### src/rtl/fp_div_seq_if.sv
// Handshake and operand/result bundle between the FPU issue logic (master) and fp_div_seq (slave).
interface fp_div_seq_if #(
    parameter int unsigned W = 32
);
    logic         act;
    logic [W-1:0] in1;
    logic [W-1:0] in2;
    logic [2:0]   round_m;
    logic [W-1:0] out;
    logic         busy;
    logic         done;
    logic         ov;
    logic         un;
    logic         inv;
    logic         div_zero;
    logic         inexact;

    modport master (
        output act, in1, in2, round_m,
        input  out, busy, done, ov, un, inv, div_zero, inexact
    );
    modport slave (
        input  act, in1, in2, round_m,
        output out, busy, done, ov, un, inv, div_zero, inexact
    );
endinterface

### src/rtl/fp_div_seq.sv
// Multi-cycle IEEE-754 divider, radix-2 restoring, one quotient bit per cycle.
// Optional FP_DIV_SUBNORM_EN: full subnormal support (default build flushes subnormals to zero).
module fp_div_seq #(
    parameter int unsigned EXP_W = 8,
    parameter int unsigned MAN_W = 23,
    parameter int unsigned W     = EXP_W + MAN_W + 1
) (
    input logic         clk,
    input logic         rst,
    fp_div_seq_if.slave bus
);
    localparam int unsigned SW   = MAN_W + 1;
    localparam int unsigned RW   = MAN_W + 2;
    localparam int unsigned QW   = MAN_W + 3;
    localparam int unsigned XW   = EXP_W + 2;
    localparam int unsigned CW   = $clog2(MAN_W + 4);
    localparam int unsigned LAST = MAN_W + 3;

    localparam logic [XW-1:0]        BIAS     = XW'((1 << (EXP_W - 1)) - 1);
    localparam logic signed [XW-1:0] EXP_MAX  = XW'((1 << EXP_W) - 1);
    localparam logic signed [XW-1:0] EXP_ZERO = '0;

    localparam logic [2:0] RNE = 3'd0;
    localparam logic [2:0] RZ  = 3'd1;
    localparam logic [2:0] RD  = 3'd2;
    localparam logic [2:0] RU  = 3'd3;
    localparam logic [2:0] RNA = 3'd4;

    typedef enum logic [1:0] {IDLE, PRE, DIV, RND} state_e;

    state_e                 state_q;
    logic [W-1:0]           a_op_q, b_op_q, spec_res_q, out_q;
    logic [2:0]             rm_q;
    logic                   sign_q, sticky_q, spec_q, spec_inv_q, spec_dz_q;
    logic signed [XW-1:0]   exp_q;
    logic [RW-1:0]          rem_q;
    logic [SW-1:0]          b_q;
    logic [QW-1:0]          quo_q;
    logic [CW-1:0]          cnt_q;
    logic                   busy_q, done_q, ov_q, un_q, inv_q, dz_q, nx_q;

    // Unpacks a finite operand into a biased exponent and a normalised significand.
    function automatic void norm(input logic [EXP_W-1:0] e, input logic [MAN_W-1:0] f,
                                 output logic [XW-1:0] ex, output logic [SW-1:0] sig);
`ifdef FP_DIV_SUBNORM_EN
        int unsigned sh;
`endif
        ex  = XW'(e);
        sig = {1'b1, f};
`ifdef FP_DIV_SUBNORM_EN
        if (e == '0) begin
            sh = 1;
            for (int i = 0; i < int'(MAN_W); i++) begin
                if (f[i]) sh = MAN_W - i;
            end
            sig = SW'({1'b0, f} << sh);
            ex  = XW'(1) - XW'(sh);
        end
`endif
    endfunction

    logic                 s1, s2, nan1, nan2, snan1, snan2, inf1, inf2, zero1, zero2, a_lt_b;
    logic [EXP_W-1:0]     e1f, e2f;
    logic [MAN_W-1:0]     f1, f2;
    logic [XW-1:0]        ex1, ex2;
    logic [SW-1:0]        sig1, sig2;
    logic signed [XW-1:0] exp_d;
    logic [RW-1:0]        rem_d;
    logic                 spec_d, spec_inv_d, spec_dz_d;
    logic [W-1:0]         spec_res_d;

    assign s1  = a_op_q[W-1];
    assign s2  = b_op_q[W-1];
    assign e1f = a_op_q[W-2 -: EXP_W];
    assign e2f = b_op_q[W-2 -: EXP_W];
    assign f1  = a_op_q[MAN_W-1:0];
    assign f2  = b_op_q[MAN_W-1:0];

    // PRE: classify operands, pick the special result or prime the divider
    always_comb begin
        nan1  = (&e1f) & (|f1);
        nan2  = (&e2f) & (|f2);
        snan1 = nan1 & ~f1[MAN_W-1];
        snan2 = nan2 & ~f2[MAN_W-1];
        inf1  = (&e1f) & ~(|f1);
        inf2  = (&e2f) & ~(|f2);
`ifdef FP_DIV_SUBNORM_EN
        zero1 = ~(|e1f) & ~(|f1);
        zero2 = ~(|e2f) & ~(|f2);
`else
        zero1 = ~(|e1f);
        zero2 = ~(|e2f);
`endif
        norm(e1f, f1, ex1, sig1);
        norm(e2f, f2, ex2, sig2);
        a_lt_b = sig1 < sig2;
        exp_d  = ex1 - ex2 + BIAS - XW'(a_lt_b);
        rem_d  = a_lt_b ? {sig1, 1'b0} : {1'b0, sig1};

        spec_d     = 1'b1;
        spec_inv_d = 1'b0;
        spec_dz_d  = 1'b0;
        spec_res_d = {1'b0, {EXP_W{1'b1}}, 1'b1, {(MAN_W-1){1'b0}}};
        if (nan1 | nan2) begin
            spec_inv_d = snan1 | snan2;
        end else if ((zero1 & zero2) | (inf1 & inf2)) begin
            spec_inv_d = 1'b1;
        end else if (inf1) begin
            spec_res_d = {s1 ^ s2, {EXP_W{1'b1}}, {MAN_W{1'b0}}};
        end else if (zero2) begin
            spec_res_d = {s1 ^ s2, {EXP_W{1'b1}}, {MAN_W{1'b0}}};
            spec_dz_d  = 1'b1;
        end else if (zero1 | inf2) begin
            spec_res_d = {s1 ^ s2, {(W-1){1'b0}}};
        end else begin
            spec_d = 1'b0;
        end
    end

    logic          div_ge;
    logic [RW-1:0] div_diff, rem_nxt;

    assign div_ge   = rem_q >= RW'(b_q);
    assign div_diff = div_ge ? rem_q - RW'(b_q) : rem_q;
    assign rem_nxt  = {div_diff[RW-2:0], 1'b0};

    logic                 tiny, rg, rr, rs, nx, inc;
    logic [SW-1:0]        rsig;
    logic [SW:0]          rsum;
    logic signed [XW-1:0] exp_r;
    logic [W-1:0]         res_d;
    logic                 ov_d, un_d, nx_d;
`ifdef FP_DIV_SUBNORM_EN
    logic [QW-1:0]        ext;
    int                   shamt;
`endif

    // RND: optional denormalisation, rounding, overflow/underflow resolution
    always_comb begin
        tiny = exp_q <= EXP_ZERO;
        rsig = quo_q[QW-1:2];
        rg   = quo_q[1];
        rr   = quo_q[0];
        rs   = sticky_q;
`ifdef FP_DIV_SUBNORM_EN
        ext   = quo_q;
        shamt = 0;
        if (tiny) begin
            shamt = 1 - int'(exp_q);
            if (shamt > int'(QW)) shamt = int'(QW);
            for (int i = 0; i < int'(QW); i++) begin
                if (i < shamt) rs = rs | ext[i];
            end
            ext  = ext >> shamt;
            rsig = ext[QW-1:2];
            rg   = ext[1];
            rr   = ext[0];
        end
`endif
        nx = rg | rr | rs;
        case (rm_q)
            RNE:     inc = rg & (rr | rs | rsig[0]);
            RNA:     inc = rg;
            RU:      inc = ~sign_q & nx;
            RD:      inc = sign_q & nx;
            default: inc = 1'b0;
        endcase
        rsum  = {1'b0, rsig} + (SW+1)'(inc);
        exp_r = tiny ? XW'(rsum[MAN_W]) : exp_q + XW'(rsum[SW]);

        res_d = {sign_q, exp_r[EXP_W-1:0], rsum[MAN_W-1:0]};
        ov_d  = 1'b0;
        un_d  = 1'b0;
        nx_d  = nx;
        if (exp_r >= EXP_MAX) begin
            ov_d = 1'b1;
            nx_d = 1'b1;
            if (rm_q == RNE || rm_q == RNA || (rm_q == RU && !sign_q) || (rm_q == RD && sign_q))
                res_d = {sign_q, {EXP_W{1'b1}}, {MAN_W{1'b0}}};
            else
                res_d = {sign_q, {(EXP_W-1){1'b1}}, 1'b0, {MAN_W{1'b1}}};
        end else if (tiny) begin
`ifdef FP_DIV_SUBNORM_EN
            un_d = nx;
`else
            res_d = {sign_q, {(W-1){1'b0}}};
            un_d  = 1'b1;
            nx_d  = 1'b1;
`endif
        end
    end

    // Control FSM and all registered state; reset aborts any operation in flight
    always_ff @(posedge clk) begin
        if (rst) begin
            state_q    <= IDLE;
            a_op_q     <= '0;
            b_op_q     <= '0;
            rm_q       <= '0;
            sign_q     <= 1'b0;
            exp_q      <= '0;
            rem_q      <= '0;
            b_q        <= '0;
            quo_q      <= '0;
            cnt_q      <= '0;
            sticky_q   <= 1'b0;
            spec_q     <= 1'b0;
            spec_res_q <= '0;
            spec_inv_q <= 1'b0;
            spec_dz_q  <= 1'b0;
            out_q      <= '0;
            busy_q     <= 1'b0;
            done_q     <= 1'b0;
            ov_q       <= 1'b0;
            un_q       <= 1'b0;
            inv_q      <= 1'b0;
            dz_q       <= 1'b0;
            nx_q       <= 1'b0;
        end else begin
            done_q <= 1'b0;
            case (state_q)
                IDLE: begin
                    if (bus.act) begin
                        a_op_q  <= bus.in1;
                        b_op_q  <= bus.in2;
                        rm_q    <= bus.round_m;
                        state_q <= PRE;
                    end
                end
                PRE: begin
                    busy_q     <= 1'b1;
                    sign_q     <= s1 ^ s2;
                    exp_q      <= exp_d;
                    rem_q      <= rem_d;
                    b_q        <= sig2;
                    quo_q      <= '0;
                    cnt_q      <= '0;
                    spec_q     <= spec_d;
                    spec_res_q <= spec_res_d;
                    spec_inv_q <= spec_inv_d;
                    spec_dz_q  <= spec_dz_d;
                    state_q    <= spec_d ? RND : DIV;
                end
                DIV: begin
                    if (cnt_q == CW'(LAST)) begin
                        sticky_q <= |rem_q;
                        state_q  <= RND;
                    end else begin
                        rem_q <= rem_nxt;
                        quo_q <= {quo_q[QW-2:0], div_ge};
                        cnt_q <= cnt_q + CW'(1);
                    end
                end
                RND: begin
                    if (spec_q) begin
                        out_q <= spec_res_q;
                        ov_q  <= 1'b0;
                        un_q  <= 1'b0;
                        inv_q <= spec_inv_q;
                        dz_q  <= spec_dz_q;
                        nx_q  <= 1'b0;
                    end else begin
                        out_q <= res_d;
                        ov_q  <= ov_d;
                        un_q  <= un_d;
                        inv_q <= 1'b0;
                        dz_q  <= 1'b0;
                        nx_q  <= nx_d;
                    end
                    done_q  <= 1'b1;
                    busy_q  <= 1'b0;
                    state_q <= IDLE;
                end
                default: state_q <= IDLE;
            endcase
        end
    end

    assign bus.out      = out_q;
    assign bus.busy     = busy_q;
    assign bus.done     = done_q;
    assign bus.ov       = ov_q;
    assign bus.un       = un_q;
    assign bus.inv      = inv_q;
    assign bus.div_zero = dz_q;
    assign bus.inexact  = nx_q;
endmodule
### src/flat_wrapper.sv
// flat-port wrapper written by rule: the top's interface ports become plain ports
module fp_div_seq_flat 
#(
    parameter int unsigned EXP_W = 8,
    parameter int unsigned MAN_W = 23,
    parameter int unsigned W     = EXP_W + MAN_W + 1
)
  (clk, rst, bus_act, bus_in1, bus_in2, bus_round_m, bus_out, bus_busy, bus_done, bus_ov, bus_un, bus_inv, bus_div_zero, bus_inexact);
  fp_div_seq_if #(.W(W)) bus_i ();
  input logic clk;
  input logic rst;
  input wire logic [$bits(bus_i.act)-1:0] bus_act;
  input wire logic [$bits(bus_i.in1)-1:0] bus_in1;
  input wire logic [$bits(bus_i.in2)-1:0] bus_in2;
  input wire logic [$bits(bus_i.round_m)-1:0] bus_round_m;
  output wire logic [$bits(bus_i.out)-1:0] bus_out;
  output wire logic [$bits(bus_i.busy)-1:0] bus_busy;
  output wire logic [$bits(bus_i.done)-1:0] bus_done;
  output wire logic [$bits(bus_i.ov)-1:0] bus_ov;
  output wire logic [$bits(bus_i.un)-1:0] bus_un;
  output wire logic [$bits(bus_i.inv)-1:0] bus_inv;
  output wire logic [$bits(bus_i.div_zero)-1:0] bus_div_zero;
  output wire logic [$bits(bus_i.inexact)-1:0] bus_inexact;
  assign bus_i.act = bus_act;
  assign bus_i.in1 = bus_in1;
  assign bus_i.in2 = bus_in2;
  assign bus_i.round_m = bus_round_m;
  assign bus_out = bus_i.out;
  assign bus_busy = bus_i.busy;
  assign bus_done = bus_i.done;
  assign bus_ov = bus_i.ov;
  assign bus_un = bus_i.un;
  assign bus_inv = bus_i.inv;
  assign bus_div_zero = bus_i.div_zero;
  assign bus_inexact = bus_i.inexact;
  fp_div_seq #(.EXP_W(EXP_W), .MAN_W(MAN_W), .W(W)) u_core (.clk(clk), .rst(rst), .bus(bus_i));
endmodule
### config.mk
export PLATFORM = sky130hd
export DESIGN_NAME = fp_div_seq_flat
export DESIGN_NICKNAME = d
export VERILOG_FILES = /design/src/rtl/fp_div_seq_if.sv /design/src/rtl/fp_div_seq.sv /design/src/flat_wrapper.sv
export SDC_FILE = /design/constraint.sdc
export NUM_CORES = 1
export LEC_CHECK = 0
export ABC_AREA = 0
export CORE_UTILIZATION = 55
export CTS_CLUSTER_DIAMETER = 100
export DETAILED_ROUTE_END_ITERATION = 10
export DONT_BUFFER_PORTS = 1
export PLACE_DENSITY = 0.7
export SLEW_MARGIN = 30
export SYNTH_ARGS = -nofsm -noshare
export SYNTH_HDL_FRONTEND = slang
export SYNTH_SLANG_ARGS = --single-unit
### constraint.sdc
create_clock -name clk -period 4.8 [get_ports clk]
set_input_delay 1.44 -clock clk [delete_from_list [all_inputs] [get_ports clk]]
set_output_delay 1.44 -clock clk [all_outputs]
set_load 0.01 [all_outputs]
Word-level counts from Yosys, hierarchy flattened:

Cells that the tools add are included.

* word-level logic and storage cells: 138
* output and inout bits: 39
* register bits after elaboration: 235
* bits of input ports: 70

* magnitude comparators: 4
* multiplexer cells: 46
* add/sub/neg operators: 7
* reduce and logical (&&, ||, !) cells: 21
* equality and inequality tests: 10
* bitwise logic cells: 27

Operators by type and width (number)
* 32-bit 2-to-1 mux: 6
* 31-bit 2-to-1 mux: 2
* 26-bit case mux with 2 select lines: 1
* 25-bit 2-to-1 mux: 2
* 25-bit case mux with 2 select lines: 1
* 24-bit 2-to-1 mux: 2
* 23-bit OR reduction: 2
* 26-bit 2-to-1 mux: 1
* 24-bit by 1-bit adder with 25-bit output: 1
* 25-bit by 24-bit greater-or-equal comparator with 1-bit output: 1
* 25-bit OR reduction: 1
* 24-bit less-than comparator: 1
* 24-bit subtractor: 1
* 1-bit 2-to-1 mux: 23
* 8-bit AND reduction: 2
* 8-bit OR reduction: 2
* 1-bit AND: 11
* 10-bit by 1-bit adder with 10-bit output: 1
* 10-bit by 7-bit adder with 10-bit output (second input constant): 1
* 10-bit by 9-bit greater-or-equal comparator with 1-bit output (second input constant): 1
* 10-bit by 1-bit less-or-equal comparator with 1-bit output (second input constant): 1
* 10-bit 2-to-1 mux: 1
* 5-bit case mux with 2 select lines: 1
* 10-bit by 1-bit subtractor with 10-bit output: 1
* other kinds (24): 48

Logic depth before layout (Yosys ltp):

* depth after elaboration: 11
* mapped depth: 21
* gate-level depth less buffers: 19

Worst setup path after synthesis:

Ideal clock, no wire load.

* path kind: reg-to-reg
* start point: register u_core.rm_q[2]
* end point: register u_core.out_q[13], in the netlist u_core.bus.out[13]
* stages on the path, launching flop included: 22
* path buffers: 3
* data required time: 4.683 ns
* period minus slack after synthesis: 4.161 ns
* setup slack: 0.639 ns
* setup time: 0.117 ns
* arrival: 4.044 ns
* path through: dfxtp_1 > nand2b_1 > nor2_1 > ha_1 > o32ai_1 > ha_1 > ha_1 > nand3_1 > nor3_1 > and3_1 > and3_1 > ha_1 > buf_2 > nand4_1 > xor2_1 > a211oi_1 > a21oi_1 > nor2_1 > and3b_1 > buf_2 > buf_4 > a22o_1

* word-level cells in the longest chain between the ends: 8
* elaborated cells on any way between the ends: 18
* classes of those cells: add/sub (2); order compare (1); eq/ne (3); mux (6); reduce/logical (6)

RTL lines
* start, declared: line fp_div_seq.sv:33 `logic [2:0] rm_q;`
* start signal, assigned: line fp_div_seq.sv:226 `rm_q <= bus.round_m;`
* 3-bit by 2-bit == test with 1-bit output (tied with other cells): line fp_div_seq.sv:161, fp_div_seq.sv:178
* 1-bit case mux with 4 select lines: line fp_div_seq.sv:161 `case (rm_q)`
* 24-bit by 1-bit adder with 25-bit output: line fp_div_seq.sv:168 `rsum = {1'b0, rsig} + (SW+1)'(inc);`
* 10-bit by 1-bit adder with 10-bit output: line fp_div_seq.sv:169 `exp_r = tiny ? XW'(rsum[MAN_W]) : exp_q + XW'(rsum[SW]);`
* 10-bit 2-to-1 mux: line fp_div_seq.sv:169
* 10-bit by 9-bit greater-or-equal comparator with 1-bit output: line fp_div_seq.sv:175 `if (exp_r >= EXP_MAX) begin`
* 31-bit 2-to-1 mux *: line fp_div_seq.sv:175
* 32-bit 2-to-1 mux *: line fp_div_seq.sv:255 `if (spec_q) begin`
* end signal, assigned: line fp_div_seq.sv:256 `out_q <= spec_res_q;`
* end signal, assigned: line fp_div_seq.sv:263 `out_q <= res_d;`
* end, declared: line fp_div_seq.sv:32 `logic [W-1:0] a_op_q, b_op_q, spec_res_q, out_q;`

Mark *: on every way between the ends. The rest lies on a longest branch, timed or not.
A chain may end at the register's enable or synchronous reset.

Worst setup path after layout:

* start point: register u_core.rm_q[2]
* end point: register u_core.out_q[18], in the netlist u_core.bus.out[18]

The elaborated chain is that of the path after synthesis.

==> flow_metrics.env <==
export IMPL_status="complete, no violations"
export IMPL_clkTransAtPathRegs_ps=60
export IMPL_antenna_cells=0
export IMPL_worstSetupStartpoint="u_core.rm_q[2]"
export IMPL_firstDrtPassIters=6
export IMPL_tns_ps=0
export IMPL_yosys_warnings=0
export IMPL_power_switching_w=0.004183
export IMPL_viasPerCell=5.840
export IMPL_grt_first_pass_wirelength_mm=46.61
export IMPL_vias=9969
export IMPL_ys_ff_latch=206
export IMPL_num_rows=52
export IMPL_pwr_share_seq=0.245
export IMPL_wl_per_cell_um=16.83
export IMPL_critPathCapture="u_core.bus.out[18]"
export IMPL_root_buffer="clkbuf_16"
export IMPL_power_internal_w=0.005328
export IMPL_io_pins=109
export IMPL_drtIter0Drc=714
export IMPL_place_hpwl_mm=20.70
export IMPL_finalSetupViolCount=0
export IMPL_grt_usage=0.2617
export IMPL_synth_nets=1619
export IMPL_reg2reg_to="u_core.bus.out[18]"
export IMPL_clock_sinks=206
export IMPL_core_area_mm2=0.02049
export IMPL_fp_dieArea_mm2=0.02181
export IMPL_antenna_found_initial=0
export IMPL_cts_max_path_buffers=3
export IMPL_drive_gt1_frac=0.06402
export IMPL_max_cap_violations=0
export IMPL_layout_nets=1570
export IMPL_fin_crit_sh=0.9062
export IMPL_syn_instance_count=1472
export IMPL_power_share_combinational=0.563
export IMPL_clock_latency_ps=510
export IMPL_worstRegToRegCells=18
export IMPL_required_ps=5190
export IMPL_cts_buffers=22
export IMPL_min_path_type="reg -> reg"
export IMPL_layout_min_cycle_time_ps=4350
export IMPL_peakVddDrop_mv=0.4777
export IMPL_initial_core_util=0.5694
export IMPL_cts_setup_buffers=0
export IMPL_dieWidth_um=147.7
export IMPL_holdWs_ps=463.9
export IMPL_layout_cells_non_filler=1707
export IMPL_ant_nets=0
export IMPL_slew_headroom=0.4839
export IMPL_synth_async_reset_ratio=0
export IMPL_cp_start_kind="flip-flop"
export IMPL_clock_power_share=0.192
export IMPL_drcViolationCount=0
export IMPL_rrSetupSlack_ps=450
export IMPL_worst_slew_pin_slew_ps=774.1
export IMPL_syn_area_mm2=0.01167
export IMPL_cp_end_kind="flip-flop"
export IMPL_grt_max_degree=167
export IMPL_place_detailed_instances=1668
export IMPL_syn_avg_cell_area_um2=7.928
export IMPL_ctsHoldBuffers=0
export IMPL_grt_overflow=0
export IMPL_synth_ff_type="dfxtp_1"
export IMPL_worstPathMaxFanout=23
export IMPL_worstPathArrival_ps=4740
export IMPL_path_class="reg -> reg"
export IMPL_area_delta_synth_final_pct=7.548
export IMPL_timing_fmax_ghz=0.2299
export IMPL_final_max_slew_viol_count=0
export IMPL_swShare=0.4398
export IMPL_clock_skew_ps=28.45
export IMPL_seq_area_frac_synth=0.3534
export IMPL_r2r_start="u_core.rm_q[2]"
export IMPL_final_hold_violation_count=0
export IMPL_cts_tree="yes"
export IMPL_synth_edf_count=0
export IMPL_rsz0062_at_grt="no"
export IMPL_wl_mm=28.72
export IMPL_p_leak_nw=4.952
export IMPL_cts_htree_levels=1
export IMPL_power_density_mw_per_mm2=757.8
export IMPL_gp_congestion=0.9255
export IMPL_synth_cell_types=78
export IMPL_fp_dieH_um=147.7
export IMPL_grt_pass1_vias=9194
export IMPL_portBuffers=0
-- synth_stat cells, types with 17 or more instances --
cell type  instances  area [um^2]
nand2_1          234        878.3
ha_1              74        925.9
nand4_1           20        125.1
xor2_1            28        245.2
mux2_2            17        191.4
o21ai_0           36        180.2
nor4_1            23        143.9
nand3_1           52        260.3
dfxtp_1          206         4124
nor2_1           122        457.9
xnor2_1           30        262.8
a21o_1            22        165.2
a22o_1            24        210.2
a21oi_1          169        845.8
mux2i_1           41        410.4
nor3_1            34        170.2
clkbuf_1          51        191.4
inv_1             80        300.3
-- cell usage in the layout, fill, tap and decap left out, types with 4 or more instances in the layout --
cell type	synthesis	layout
nand2b_1	10	10
a21o_1	22	22
nor2b_1	11	11
o21ai_1	12	12
buf_4	4	14
nand2_1	234	233
mux2i_1	41	41
nor3_1	34	34
a211oi_1	10	10
a21oi_1	169	168
o21a_1	6	6
nand4_1	20	20
a22o_1	24	24
a22oi_1	11	11
inv_1	80	80
ha_1	74	73
nand3_1	52	52
xnor2_1	30	30
nor4_1	23	23
o211ai_1	6	6
a31oi_1	8	8
dfxtp_1	206	206
nor2_1	122	122
mux2_2	17	17
o21ai_0	36	36
clkbuf_16	0	23
and3_1	13	13
bufinv_16	0	4
nand3b_1	6	6
xor2_1	28	28
-- kinds of logic after synthesis --
logic type,share of synthesized area
simple gates,0.2094
compound gates,0.1990
flops,0.3534
buf+inv,0.05865
fa+ha+maj,0.08449
xor+xnor,0.04353
mux,0.05157
-- power by group through the flow --
stage | Sequential [W] | Combinational (W) | Clock [W]
finish | 0.00233 | 0.00535 | 0.00183
floorplan | 0.00221 | 0.00440 | 0
global placement | 0.00235 | 0.00517 | 0
global route | 0.00236 | 0.00594 | 0.00193
detailed placement | 0.00236 | 0.00525 | 0
CTS | 0.00232 | 0.00528 | 0.00186
-- stage by stage --
| step | total power, W | instance area [um^2] | setup WS [ps] | utilization |
|---|---|---|---|---|
| 6_report | 0.009511 | 12550 | 450.0 | 0.6124 |
| 5_1_grt | 0.01023 | 12550 | 53.24 | 0.6124 |
| 4_1_cts | 0.009459 | 12530 | 240.0 | 0.6116 |
| 3_5_place_dp | 0.007605 | 11750 | 249.5 | 0.5733 |
| 3_3_place_gp | 0.007525 | 11750 | 375.0 | 0.5733 |
| 2_1_floorplan | 0.006612 | 11670 | 639.3 | - |
-- final cells by class --
type                            count  area (um^2)
Timing Repair Buffer               15        120.1
Clock inverter                     10        160.2
Inverter                           83        311.5
Multi-Input combinational cell   1095         6873
Fill cell                        1879         7944
Tap cell                          270        337.8
Sequential cell                   206         4124
Clock buffer                       28        624.3
-- sequential cells by signal, summed over array words and instances, names as in the netlist, 5 cells and up --
register and flops:
u_core.b_op_q 32, u_core.bus.out 32, u_core.rem_q 25, u_core.quo_q 26, u_core.cnt_q 5, u_core.a_op_q 32
u_core.b_q 24, u_core.exp_q 10
-- how the worst min path moves through the flow --
stage,startpoint,endpoint,slack (ps),depth (start not counted)
after CTS,u_core.rm_q[2],u_core.rm_q[2],460,2
after detailed placement,u_core.rm_q[2],u_core.rm_q[2],450,2
after global placement,u_core.quo_q[25],u_core.quo_q[25],450,2
after global routing,u_core.quo_q[14],u_core.quo_q[15],480,2
final,u_core.rm_q[2],u_core.rm_q[2],460,2
after floorplan,u_core.b_q[23],u_core.b_q[23],430,2
-- critical path, cell delays in order, from the launching register on --
cell      delay, ps
dfxtp_1         310
nand2b_1        170
nor2_1          100
ha_1            230
o32ai_1         280
ha_1            240
ha_1            200
nand3_1         160
nor3_1          290
and3_1          230
and3_1          210
ha_1            350
nand4_1         150
xor2_1          180
a211oi_1        260
a21oi_2         100
nor2_1          150
and3b_2         370
a22o_1          240
-- metal layers --
| metal | vias to the layer above | share of wire | global-route usage |
|---|---|---|---|
| li1 | 5048 | - | - |
| met1 | 4588 | 0.45 | 0.3399 |
| met2 | 280 | 0.47 | 0.4526 |
| met3 | 53 | 0.050 | 0.03025 |
| met4 | 0 | 0.029 | 0.08247 |
| met5 | - | 0 | 0 |
-- timing repair --
action | in CTS | in global routing
endpoints found under the hold margin | 0 | 0
setup endpoints to repair | 0 | 23
gates resized for setup | 0 | 1
(Power assumes the default switching activity.)
